## config.mk

```make
export PLATFORM = sky130hd
export DESIGN_NAME = vga_timing_gen
export DESIGN_NICKNAME = d
export VERILOG_FILES = /design/src/rtl/vga_timing_gen.sv
export SDC_FILE = /design/constraint.sdc
export NUM_CORES = 1
export LEC_CHECK = 0
export BUFFER_PORTS_ARGS = -buffer_cell sky130_fd_sc_hd__buf_2
export CORE_MARGIN = 5
export CORE_UTILIZATION = 50
export DETAILED_ROUTE_END_ITERATION = 7
export PLACE_DENSITY = 0.8
export SLEW_MARGIN = 25
export SYNTH_ARGS = -nofsm -noshare
export SYNTH_HDL_FRONTEND = slang
export SYNTH_SLANG_ARGS = --single-unit
```

## constraint.sdc

```tcl
create_clock -name clk -period 4.3 [get_ports clk]
set_input_delay 0 -clock clk [delete_from_list [all_inputs] [get_ports clk]]
set_output_delay 0 -clock clk [all_outputs]
set_load 0.01 [all_outputs]
```

## src/rtl/vga_timing_gen.sv

```systemverilog
// rtl/vga_timing_gen.sv - 640x480 VGA timing generator with registered DAC outputs
module vga_timing_gen #(
  parameter int H_ACTIVE = 640,
  parameter int H_FP     = 16,
  parameter int H_SYNC   = 96,
  parameter int H_BP     = 48,
  parameter int V_ACTIVE = 480,
  parameter int V_FP     = 10,
  parameter int V_SYNC   = 2,
  parameter int V_BP     = 33
) (
  input  logic       clk,
  input  logic       rst,
  input  logic [7:0] color_in_332,
  output logic [9:0] pixel_x,
  output logic [9:0] pixel_y,
  output logic       display_enable,
  output logic       frame_start,
  output logic       vga_clk,
  output logic       vga_hs,
  output logic       vga_vs,
  output logic       vga_blank_n,
  output logic       vga_sync_n,
  output logic [7:0] vga_r,
  output logic [7:0] vga_g,
  output logic [7:0] vga_b
);
  localparam int H_TOTAL = H_ACTIVE + H_FP + H_SYNC + H_BP;
  localparam int V_TOTAL = V_ACTIVE + V_FP + V_SYNC + V_BP;

  localparam logic [9:0] H_LAST = 10'(H_TOTAL - 1);
  localparam logic [9:0] V_LAST = 10'(V_TOTAL - 1);
  localparam logic [9:0] H_ACT  = 10'(H_ACTIVE);
  localparam logic [9:0] V_ACT  = 10'(V_ACTIVE);
  localparam logic [9:0] HS_BEG = 10'(H_ACTIVE + H_FP);
  localparam logic [9:0] HS_END = 10'(H_ACTIVE + H_FP + H_SYNC);
  localparam logic [9:0] VS_BEG = 10'(V_ACTIVE + V_FP);
  localparam logic [9:0] VS_END = 10'(V_ACTIVE + V_FP + V_SYNC);

  logic       r_p;
  logic [9:0] r_h;
  logic [9:0] r_v;
  logic       r_hs;
  logic       r_vs;
  logic       r_blank_n;
  logic [7:0] r_r;
  logic [7:0] r_g;
  logic [7:0] r_b;

  logic       w_de;
  logic       w_hs_n;
  logic       w_vs_n;
  logic [2:0] w_r3;
  logic [2:0] w_g3;
  logic [1:0] w_b2;

  assign w_de   = (r_h < H_ACT) && (r_v < V_ACT);
  assign w_hs_n = !((r_h >= HS_BEG) && (r_h < HS_END));
  assign w_vs_n = !((r_v >= VS_BEG) && (r_v < VS_END));
  assign w_r3   = color_in_332[7:5];
  assign w_g3   = color_in_332[4:2];
  assign w_b2   = color_in_332[1:0];

  // Everything advances on the p=1 edge, which is also where vga_clk falls.
  always_ff @(posedge clk or posedge rst) begin
    if (rst) begin
      r_p       <= 1'b0;
      r_h       <= '0;
      r_v       <= '0;
      r_hs      <= 1'b1;
      r_vs      <= 1'b1;
      r_blank_n <= 1'b0;
      r_r       <= '0;
      r_g       <= '0;
      r_b       <= '0;
    end else begin
      r_p <= ~r_p;
      if (r_p) begin
        if (r_h == H_LAST) begin
          r_h <= '0;
          r_v <= (r_v == V_LAST) ? '0 : r_v + 10'd1;
        end else begin
          r_h <= r_h + 10'd1;
        end
        r_hs      <= w_hs_n;
        r_vs      <= w_vs_n;
        r_blank_n <= w_de;
        r_r       <= w_de ? {w_r3, w_r3, w_r3[2:1]} : 8'd0;
        r_g       <= w_de ? {w_g3, w_g3, w_g3[2:1]} : 8'd0;
        r_b       <= w_de ? {w_b2, w_b2, w_b2, w_b2} : 8'd0;
      end
    end
  end

  assign pixel_x        = r_h;
  assign pixel_y        = r_v;
  assign display_enable = w_de;
  assign frame_start    = r_p && (r_h == 10'd0) && (r_v == 10'd0);
  assign vga_clk        = r_p;
  assign vga_hs         = r_hs;
  assign vga_vs         = r_vs;
  assign vga_blank_n    = r_blank_n;
  assign vga_sync_n     = 1'b0;
  assign vga_r          = r_r;
  assign vga_g          = r_g;
  assign vga_b          = r_b;
endmodule

```

# After elaboration in Yosys (flattened, before gate mapping)
# Index checks and enable logic that the tools add are counted.
classes:
  addsub: 2
  multipliers: 0
  n_div: 0
  n_lt_le_gt_ge: 6
  eq_ne: 2
  shift: 0
  muxes: 5
  n_bitwise: 1
  n_reduce_logical: 10
ops:
  columns: ["op", "n"]
  rows:
  - ["$mux 8", 3]
  - ["$add 10x1->10 const B", 2]
  - ["$eq 10x10->1 const B", 2]
  - ["$logic_not 10->1", 2]
  - ["$lt 10x10->1 const B", 2]
  - ["$lt 10x9->1 const B", 2]
  - ["$mux 10", 2]
  - ["$ge 10x10->1 const B", 1]
  - ["$ge 10x9->1 const B", 1]
  - ["$logic_and 1x1->1", 5]
  - ["$logic_not 1->1", 2]
  - ["$reduce_and 2->1", 1]
  - ["$not 1->1", 1]
word_totals:
  reg_bits: 48
  latchBits: 0
  ramBits: 0
  romBits: 0
  inputBits: 10
  elab_cells: 35
  n_memories: 0

# Logic depth before layout (Yosys ltp)
logic_depth:
  ltp_word: 3
  ltp_mapped: 6
  ltp_nobuf: 6

# Worst setup path after synthesis
# OpenSTA, ideal clock, no wires.
synth_timing:
  kind: "register to register"
  start: "register r_h[1], in the netlist pixel_x[1]"
  end: "register r_v[3], in the netlist pixel_y[3]"
  setup_time_ps: 83
  t_arrival_ps: 1440
  required_time_ps: 4217
  path_slack_ps: 2777
  path_stages_with_launch: 6
  path_buffers: 0
  period_less_slack_ps: 1523
  path_cell_list: "dfrtp_1 -> ha_1 -> and4bb_2 -> nand3b_2 -> or3_1 -> o21ai_0"
synth_between:
  elab_chain_len: 2
synth_rtl:
  columns: ["element", "line_no", "text"]
  rows:
  - ["from (decl)", "41", "logic [9:0] r_h;"]
  - ["from (signal assigned)", "83", "r_h <= r_h + 10'd1;"]
  - ["$eq 10x10->1", "79", "if (r_h == H_LAST) begin"]
  - ["$reduce_and 2->1 (no line)", null, null]
  - ["to (signal assigned)", "81", "r_v <= (r_v == V_LAST) ? '0 : r_v + 10'd1;"]
  - ["to (decl)", "42", "logic [9:0] r_v;"]
# Every way passes these cells.
# A chain may end at the register's enable or synchronous reset.

# Worst setup path in the final report
layout_timing:
  start: "register r_p, in the netlist vga_clk"
  end: "output frame_start"
layout_between:
  elab_chain_len: 2
layout_rtl:
  columns: ["element", "line_no", "text"]
  rows:
  - ["from (decl)", "40", "logic r_p;"]
  - ["from (signal assigned)", "77", "r_p <= ~r_p;"]
  - ["$logic_and 1x1->1 (2 in series)", "98", "assign frame_start = r_p && (r_h == 10'd0) && (r_v == 10'd0);"]
  - ["to (decl)", "18", "output logic frame_start,"]
# Every way passes these cells.

==> out/qor.json <==
{
  "logic_synthesis": {
    "proportion_of_netlist_area_held_by_the_largest_area_contributor": 0.431,
    "synth-seq-cells": 32,
    "sequential_element_share_of_the_synthesized_area": 0.461,
    "yosys-top-cells-count": "sky130_fd_sc_hd__dfrtp_1 (30), sky130_fd_sc_hd__nand2_1 (20), sky130_fd_sc_hd__buf_4 (17)",
    "postSynth.asyncResetShare": 1.00,
    "post-synth-top-count-cell": "sky130_fd_sc_hd__dfrtp_1",
    "yosysUniqueCellTypes": 42,
    "synth_cells": 180,
    "synth.net_count": 194,
    "synth-edff-count": 0,
    "synth_area_leaders": "sky130_fd_sc_hd__dfrtp_1 (43%), sky130_fd_sc_hd__buf_4 (7.3%), sky130_fd_sc_hd__nand2_1 (4.3%)",
    "synth_top_flop_cell": "sky130_fd_sc_hd__dfrtp_1",
    "yosysWarnings": 0,
    "mappedNetlistArea_sq_um": 1740,
    "synthesis.area_per_instance_sq_um": 9.68,
    "yosysTopAreaCell": "sky130_fd_sc_hd__dfrtp_1"
  },
  "timing": {
    "holdWs_ns": 0.268,
    "report.final.slew_viol_count": 0,
    "final_hold_viol_count": 0,
    "timing.final.ws_setup_ns": 2.11,
    "rsz_0062_raised_after_global_routing": "false",
    "timing.final.setup_violations": 0,
    "slew-limit-headroom": 0.552,
    "post-route-period-util": 0.509,
    "fmaxAchievable_mhz": 457,
    "timing.setup.tns_ns": 0,
    "tightestPinTransition_ns": 0.672,
    "finalCriticalPeriod_ns": 2.19,
    "skew_ns": 0.00918
  },
  "grt": {
    "grt_first_pass_wirelength_um": 6600,
    "globalRoute.totalOverflow": 0,
    "grt_max_degree": 33,
    "antenna_found_initial": 0,
    "grt_usage": 0.168,
    "first_global_vias": 1342
  },
  "power": {
    "cellPowerDensity_nw_per_um2": 251,
    "peakVddDrop_v": 0.0000980,
    "leakagePower_nw": 1.02,
    "design_power_total_w": 0.000531
  },
  "finish": {
    "nNetsFinal": 249,
    "syn2layout_area_growth_pct": 21.1,
    "drive_above_1_share": 0.326,
    "insertedDiodeCount": 0
  },
  "drt": {
    "wl_met3_um": 349,
    "wl_per_cell_um": 13.8,
    "met2WireLength_um": 1670,
    "drtIter0Drc": 91,
    "drt.antenna.violating_nets": 0,
    "viasPerCell": 5.22,
    "drc_errors": 0,
    "total_routed_wire_length_on_the_met1_layer_um": 1830,
    "highest_layer": "met4",
    "routed-via-count": 1473,
    "postRouteWirelength_um": 3900,
    "drtPass1Iterations": 4
  },
  "clocking": {
    "clock_path_buffers": 2,
    "worstSkewPairLatency_ns": 0.34,
    "cts.reportedPaths.clkPinSlew_ns": 0.11,
    "clock_sink_count": 32,
    "setup_bufs_post_cts": 0,
    "clock_buffers_created_by_tritoncts": 5,
    "ctsHtreeMaxLevel": 2,
    "cts_tree": "yes",
    "root_buffer": "sky130_fd_sc_hd__clkbuf_4"
  },
  "die": {
    "core_area_sq_um": 3360,
    "row_count": 21,
    "starting_utilization_of_the_core_area": 0.518,
    "dieHeight_um": 69.0,
    "die_area_sq_um": 4770,
    "io_pins": 61,
    "die_width_um": 69.0
  },
  "run_status": {
    "status": "finished, final reports clean"
  },
  "worst_setup_path": {
    "timing_worst_setup_path_type": "reg2out",
    "timing.critical_path.required_ns": 4.30,
    "setup.worst_path.start_class": "flip-flop",
    "critPathArrivalTime_ns": 2.19,
    "endpoint_kind": "output port",
    "worstPathMaxFanout": 21
  },
  "placement": {
    "globalplace.congestion": 0.813,
    "dp_slack_ns": 2.38,
    "detailedPlacementHpwl_um": 2700,
    "io_buffers": 59
  },
  "min_path": {
    "min_path_type": "in2async"
  },
  "job": {
    "maxCapViolations": 0
  }
}
==> final cells by class <==
class	count	area, sq um
fill	282	1250
sequential	32	803
multi-input combinational	117	758
timing repair buffer	69	393
tap	46	57.6
clock buffer	6	51.3
inverter	10	37.5
clock inverter	2	10.0
==> logic make-up after synthesis <==
group | count (synthesis) | synth area share
other | 1 | 0.00215
XOR/XNOR | 8 | 0.0402
flip-flops | 32 | 0.461
adder cells (fa/ha/maj) | 4 | 0.0287
multiplexers | 1 | 0.00574
AND/OR/NAND/NOR | 71 | 0.236
buffers and inverters | 31 | 0.104
AO/OA/AOI/OAI | 32 | 0.122
==> flip-flops by register name, summed over array words and instances, names as in the netlist <==
register / flops
pixel_x: 10
pixel_y: 10
vga_b: 2
vga_blank_n: 1
vga_clk: 1
vga_g: 3
vga_hs: 1
vga_r: 3
vga_vs: 1
==> what timing repair did <==
action	in CTS	in global routing
endpoints found under the setup margin	0	0
resized for setup	0	0
hold endpoints to repair	38	0
hold buffers	9	0
==> report_power, final <==
group | internal (W) | total (W) | switching [W]
clock | 0.0000777 | 0.000184 | 0.000106
sequential | 0.000305 | 0.000308 | 0.00000343
combinational | 0.0000183 | 0.0000383 | 0.0000201
==> per-stage QoR <==
stage,util,instance area [sq um],std cells
CTS,0.628,2110,282
finish,0.628,2110,282
floorplan,-,1740,180
global route,0.628,2110,282
global placement,0.583,1960,265
detailed placement,0.583,1960,265
==> metal layers <==
metal	up-vias	track usage
li1	726	-
met1	675	0.227
met2	67	0.237
met3	5	0.0683
met4	0	0.0694
met5	-	0
==> worst max-delay path, cell delays in order (launching register included) <==
cell,delay (ns)
sky130_fd_sc_hd__dfrtp_1,0.79
sky130_fd_sc_hd__inv_1,0.38
sky130_fd_sc_hd__nor4_1,0.47
sky130_fd_sc_hd__buf_2,0.21
==> cell usage in the layout, fill, tap and decap left out, types with 2 or more instances in the layout <==
master and count:
sky130_fd_sc_hd__o31ai_1 3, sky130_fd_sc_hd__inv_1 10, sky130_fd_sc_hd__o2bb2ai_1 8, sky130_fd_sc_hd__and2_1 2, sky130_fd_sc_hd__nor4_1 4, sky130_fd_sc_hd__nand2_1 20, sky130_fd_sc_hd__nand4_1 7, sky130_fd_sc_hd__clkinv_2 2
sky130_fd_sc_hd__dfrtp_1 30, sky130_fd_sc_hd__and3_1 2, sky130_fd_sc_hd__dfstp_2 2, sky130_fd_sc_hd__nor3_1 5, sky130_fd_sc_hd__buf_2 59, sky130_fd_sc_hd__clkbuf_4 5, sky130_fd_sc_hd__a21oi_1 5, sky130_fd_sc_hd__or3_1 3
sky130_fd_sc_hd__dlygate4sd3_1 9, sky130_fd_sc_hd__ha_1 4, sky130_fd_sc_hd__nor2_1 7, sky130_fd_sc_hd__nand3_1 7, sky130_fd_sc_hd__xnor2_1 7, sky130_fd_sc_hd__o21ai_0 12
==> final timing paths <==
check                           startpoint     endpoint  slack, ns  cells after the start
setup / recovery                   vga_clk  frame_start       2.11                      3
hold / removal                         rst   pixel_x[3]       0.27                      4
setup reg to reg                   vga_clk   pixel_y[4]       2.32                      4
hold reg to reg                     vga_vs       vga_vs       0.50                      2
max in group asynchronous              rst       vga_hs       3.71                      4
min in group clk           color_in_332[4]     vga_g[4]       0.43                      4
(Power assumes the default switching activity.)
